<file path="src/rtl/cdc_bus_capture.sv">
// Captures a data word into the local clock domain when a synchronized request
// transition arrives, then holds it for a fixed window and flags dropped requests.
module cdc_bus_capture #(
    parameter int WIDTH       = 8,
    parameter int SYNC_STAGES = 3,
    parameter int EDGE_MODE   = 0,
    parameter int HOLD_CYCLES = 4
) (
    input  logic             Aclk,
    input  logic             reset,
    input  logic             req_async,
    input  logic [WIDTH-1:0] din,
    input  logic             src_sel,
    input  logic             clr_overrun,
    output logic [WIDTH-1:0] dout,
    output logic             dout_valid,
    output logic             ack_toggle,
    output logic             overrun,
    output logic [7:0]       capture_cnt
);

    typedef enum logic [1:0] {
        IDLE    = 2'd0,
        CAPTURE = 2'd1,
        HOLD    = 2'd2
    } state_t;

    localparam logic [3:0] HOLD_LOAD = 4'(HOLD_CYCLES - 1);

    logic [SYNC_STAGES-1:0] sync_q;
    logic                   hist_q;
    logic                   sync_out;
    logic                   req_event;
    logic                   drop;
    logic [WIDTH-1:0]       pat_cnt;
    logic [3:0]             hold_cnt;
    state_t                 state;
    state_t                 state_nxt;

    assign sync_out  = sync_q[SYNC_STAGES-1];
    assign req_event = (EDGE_MODE == 0) ? (sync_out ^ hist_q) : (sync_out & ~hist_q);

    always_ff @(posedge Aclk or negedge reset) begin
        if (!reset) begin
            sync_q <= '0;
            hist_q <= 1'b0;
        end else begin
            sync_q <= {sync_q[SYNC_STAGES-2:0], req_async};
            hist_q <= sync_out;
        end
    end

    // Free-running test pattern, selectable as the capture source.
    always_ff @(posedge Aclk or negedge reset) begin
        if (!reset) begin
            pat_cnt <= '0;
        end else begin
            pat_cnt <= pat_cnt + WIDTH'(1);
        end
    end

    always_ff @(posedge Aclk or negedge reset) begin
        if (!reset) begin
            state <= IDLE;
        end else begin
            state <= state_nxt;
        end
    end

    always_comb begin
        state_nxt = state;
        drop      = 1'b0;
        case (state)
            IDLE: begin
                if (req_event) begin
                    state_nxt = CAPTURE;
                end
            end
            CAPTURE: begin
                state_nxt = HOLD;
                drop      = req_event;
            end
            HOLD: begin
                drop = req_event;
                if (hold_cnt == 4'd0) begin
                    state_nxt = IDLE;
                end
            end
            default: begin
                state_nxt = IDLE;
            end
        endcase
    end

    always_ff @(posedge Aclk or negedge reset) begin
        if (!reset) begin
            hold_cnt <= 4'd0;
        end else if (state == CAPTURE) begin
            hold_cnt <= HOLD_LOAD;
        end else if ((state == HOLD) && (hold_cnt != 4'd0)) begin
            hold_cnt <= hold_cnt - 4'd1;
        end
    end

    // The capture side effects land on the edge that ends the CAPTURE cycle.
    always_ff @(posedge Aclk or negedge reset) begin
        if (!reset) begin
            dout        <= '0;
            dout_valid  <= 1'b0;
            ack_toggle  <= 1'b0;
            capture_cnt <= 8'd0;
        end else begin
            dout_valid <= (state == CAPTURE);
            if (state == CAPTURE) begin
                dout        <= src_sel ? pat_cnt : din;
                ack_toggle  <= ~ack_toggle;
                capture_cnt <= capture_cnt + 8'd1;
            end
        end
    end

    // A drop in the same cycle as a clear request keeps the flag set.
    always_ff @(posedge Aclk or negedge reset) begin
        if (!reset) begin
            overrun <= 1'b0;
        end else if (drop) begin
            overrun <= 1'b1;
        end else if (clr_overrun) begin
            overrun <= 1'b0;
        end
    end

endmodule

</file>
<file path="config.mk">
export PLATFORM = sky130hd
export DESIGN_NAME = cdc_bus_capture
export DESIGN_NICKNAME = d
export VERILOG_FILES = /design/src/rtl/cdc_bus_capture.sv
export SDC_FILE = /design/constraint.sdc
export NUM_CORES = 1
export LEC_CHECK = 0
export ABC_AREA = 1
export CAP_MARGIN = 20
export CORE_UTILIZATION = 50
export CTS_BUF_LIST = sky130_fd_sc_hd__clkbuf_4
export DETAILED_ROUTE_END_ITERATION = 6
export GPL_TIMING_DRIVEN = 1
export PLACE_DENSITY_LB_ADDON = 0.25
export SETUP_SLACK_MARGIN = 0.15
export SLEW_MARGIN = 20
export SYNTH_ARGS = -nofsm -noshare
export SYNTH_HDL_FRONTEND = slang
export SYNTH_SLANG_ARGS = --single-unit
</file>
<file path="constraint.sdc">
create_clock -name Aclk -period 1.61 [get_ports Aclk]
set_input_delay 0.322 -clock Aclk [delete_from_list [all_inputs] [get_ports Aclk]]
set_output_delay 0.322 -clock Aclk [all_outputs]
set_load 0.05 [all_outputs]
</file>
* Word level (Yosys, flattened, before mapping) *
Cells that the tools add are included.

word-level totals
  register bits = 37
  input port bits = 13
  output and inout port bits = 19
  logic and storage cells = 36

operators by class
  add/sub/neg operators = 3
  eq/ne operators = 4
  muxes and demuxes = 9
  bitwise operators = 2
  reductions and logical operators = 8

operators with widths
  cell                                                                   number
  8-bit by 1-bit adder with 8-bit output, second input constant          2
  4-bit two-way mux                                                      2
  8-bit two-way mux                                                      1
  2-bit case mux with 3 select lines                                     1
  4-bit zero test                                                        1
  2-bit two-way mux                                                      2
  2-bit != test, second input constant                                   2
  2-bit nonzero test                                                     2
  4-bit nonzero test                                                     1
  4-bit by 1-bit subtractor with 4-bit output, second input constant     1
  1-bit two-way mux                                                      3
  2-bit by 1-bit equality test with 1-bit output, second input constant  1
  2-bit equality test, second input constant                             1
  2-bit zero test                                                        1
  2-bit AND reduction                                                    1
  2-bit OR reduction                                                     1
  1-bit logical AND                                                      1
  1-bit NOT                                                              1
  1-bit XOR                                                              1

* Longest topological paths before layout *
  word-level depth = 4
  mapped depth = 7
  gate-level depth less buffers = 7

* Least setup slack after synthesis *
OpenSTA, ideal clock, no wires.

  path kind = register to register
  start point = register capture_cnt[0]
  end point = register capture_cnt[6]
  setup time = 0.126 ns
  data arrival time = 1.313 ns
  data required time = 1.484 ns
  setup slack = 0.172 ns
  cell stages (with the launch flop) = 6
  path buffers = 0
  period minus slack after synthesis = 1.438 ns
  cell sequence = dfrtp_1 > ha_1 > nand2_2 > nor2_2 > nand3b_1 > xor2_1

on the way
  longest elaborated chain between the ends = 1

ends and longest elaborated chain
  item                                    RTL line  RTL
  from (decl)                             19        output logic [7:0] capture_cnt
  from (signal assigned)                  117       capture_cnt <= capture_cnt + 8'd1;
  8-bit by 1-bit adder with 8-bit output  117

No other way between the ends.
A chain may end at the register's enable or synchronous reset.

* Worst setup path in the final report *
  start point = register state[0]
  end point = register hold_cnt[3]

on the way
  longest elaborated chain between the ends = 3
  elaborated cells between the ends (all ways) = 5
  those cells by class = 2 x eq/ne; 1 x mux; 2 x reduce/logical

ends and longest elaborated chain
  item                                 RTL line  RTL
  from (decl)                          37        state_t state;
  from (signal assigned)               66        state <= state_nxt;
  2-bit equality test                  100       end else if ((state == HOLD) && (hold_cnt != 4'd0)) begin
  1-bit logical AND                    100
  2-bit nonzero test (no source line)  --
  to (signal assigned)                 101       hold_cnt <= hold_cnt - 4'd1;
  to (decl)                            36        logic [3:0] hold_cnt;

Several ways; a longest one is shown, not always the timed one.

==> flow_summary.ini <==
[floorplan]
die_w_um = 59.5
io_pins = 32
die_h_um = 59.5
start_util = 0.533
rows = 20
core_sq_um = 3100
die_area_sq_um = 3540

[sta]
post-route-period-util = 0.870
finalMaxSlewViolations = 0
tightest_slew_ps = 420
setup_slack_ps = 210
fin_crit_ps = 1400
fmax_mhz = 714
setup_viol = 0
rsz0062_at_grt = yes
fin_setup_tns_ps = 0
fin_skew_ps = 14.2
hold_violations = 0
relSlewSlack = 0.720

[worst_setup_path]
critical_path.max_stage_delay_ps = 440
crit_type = reg -> reg
arrival_ps = 1650
worst-path-buf-inv = 2
crit_slowest_cell = dfrtp_1
critPathLaunchType = register
worstPathMaxFanout = 5
required_ps = 1860
endpoint_kind = register
crit_family = flip-flops
crit_chain = inv_1 > ha_1 > inv_1 > a21oi_2 > nor2_1 > nand2_1 > nand2_1

[clock_network]
cts_buffers = 5
post-cts-setup-buffer-count = 0
cts_buffer_depth = 2
clk_latency_ps = 340
clkTransAtPathRegs_ps = 120
clock-sinks = 37
root_buffer = clkbuf_4
cts_tree = done
htree_levels = 2

[placed_design]
portBuffers = 31
dpl.hpwl_um = 2440
gp_congestion = 0.791
preCtsSetupSlack_ps = 163

[run_status]
outcome = finished, final reports clean

[grt]
antenna_found_initial = 0
grt_first_pass_wirelength_um = 5330
grt_pass1_vias = 1278
grt_max_degree = 22
gr-total-overflow = 0
track_usage = 0.208

[final_layout]
drive_above_1_share = 0.193
fin_nets = 232
nFillCells = 269
syn_to_final_growth_pct = 29.7
antennaDiodeCount = 0

[detailed_routing]
via_per_inst = 4.96
drt-total-wl_um = 3160
vias = 1271
initialDrtViolationCount = 57
drcViolationCount = 0
dr.pass1.iters = 5
wire_per_inst_um = 12.4
postRouteAntennaNets = 0

[logic_synthesis]
postSynthCellCount = 170
yosysTopAreaCell = dfrtp_1
syn_nets = 191
ys_warn_count = 0
yosysSeqAreaShare = 0.560
synth_common_cells = dfrtp_1 (37), nand2_1 (37), inv_1 (17)
syn-cell-area_sq_um = 1650
synth_enable_flop_cells = 0
yosys.area.top_type_share = 0.560
synth_seq_cells = 37
async_flop_share = 1.00
synth.distinct_cells = 21
syn_avg_cell_area_sq_um = 9.72
synthTopCellsByArea = dfrtp_1 (56%), nand2_1 (8.4%), ha_1 (6.1%)
synth_ff_type = dfrtp_1

[power_and_ir_drop]
total_power_mw = 3.96
p_leak_nw = 1.05
powerDensity_nw_per_um2 = 1850
irDropWorstVdd_v = 0.000825

[flow_run]
drv_cap = 0

[min_path]
min_path_type = reg -> reg
## stage by stage
step | std cells | area [sq um] | hold WS (ps) | utilization
final | 256 | 2140 | 357 | 0.691
after floorplan | 170 | 1650 | 26.4 | -
after global placement | 247 | 2070 | 270 | 0.667
after detailed placement | 247 | 2070 | 277 | 0.667
after CTS | 256 | 2130 | 361 | 0.688
after global routing | 256 | 2140 | 373 | 0.691
## report_power, final
part,internal (mW),switching (mW),leakage [nW]
Combinational,0.765,1.29,0.564
Clock,0.158,0.304,0.0300
Sequential,1.19,0.260,0.455
## registers in the layout, summed over array words and instances, names as in the netlist
name	cells
capture_cnt	8
dout	8
pat_cnt	8
hold_cnt	4
sync_q	3
state	2
ack_toggle	1
dout_valid	1
hist_q	1
overrun	1
## logic make-up (layout without fill, tap and decap cells)
kind of cell             after synthesis  after routing  synth area share
flip-flops                            37             37             0.560
adder cells (fa/ha/maj)                8              8            0.0606
XOR/XNOR                              14             14            0.0742
AND/OR/NAND/NOR                       72             72             0.195
buffers and inverters                 19             61            0.0462
AO/OA/AOI/OAI                         20             20            0.0643
## repair_timing
action                     in CTS  in global routing
hold buffers                    1                  0
setup endpoints to repair       2                  3
hold endpoints to repair       16                  0
resized for setup               1                  1
## path summary, 6_finish.rpt
path                                 from          end  slack (ps)  depth (start not counted)
worst max-delay path             state[0]  hold_cnt[3]         210                          7
worst min-delay path            sync_q[0]    sync_q[1]         360                          0
worst max register to register   state[0]  hold_cnt[3]         210                          7
worst min register to register  sync_q[0]    sync_q[1]         360                          0
max in group asynchronous           reset   pat_cnt[7]         720                          3
min in group asynchronous           reset  hold_cnt[2]         430                          2
## cell usage in the layout, fill, tap and decap left out, drive strengths merged
master,netlist,final
clkinv,0,3
o21ai,17,17
nor3,1,1
nand2,40,40
nand4,2,2
ha,8,8
nor2,19,19
buf,2,24
a21oi,2,2
inv,17,17
xor2,9,9
nand3b,2,2
nand3,8,8
dfrtp,37,37
dlygate4sd3,0,1
clkbuf,0,5
xnor2,5,5
o211ai,1,1
clkdlybuf4s50,0,11
## metal layers
layer / vias to the layer above / wire length [um] / global-route usage
li1: 616 / - / -
met1: 612 / 1280 / 0.239
met2: 38 / 1710 / 0.360
met3: 5 / 130 / 0.0459
met4: 0 / 44 / 0.110
met5: - / 0 / 0
## cell type report
class,instances,area (sq um),share of cell area
timing repair buffer,36,385,0.180
clock buffer,5,37.5,0.0175
sequential,37,926,0.432
tap,44,55.1,0.0257
inverter,17,63.8,0.0298
multi-input combinational,114,663,0.309
clock inverter,3,12.5,0.00584
Power figures use the tool's default switching activity.
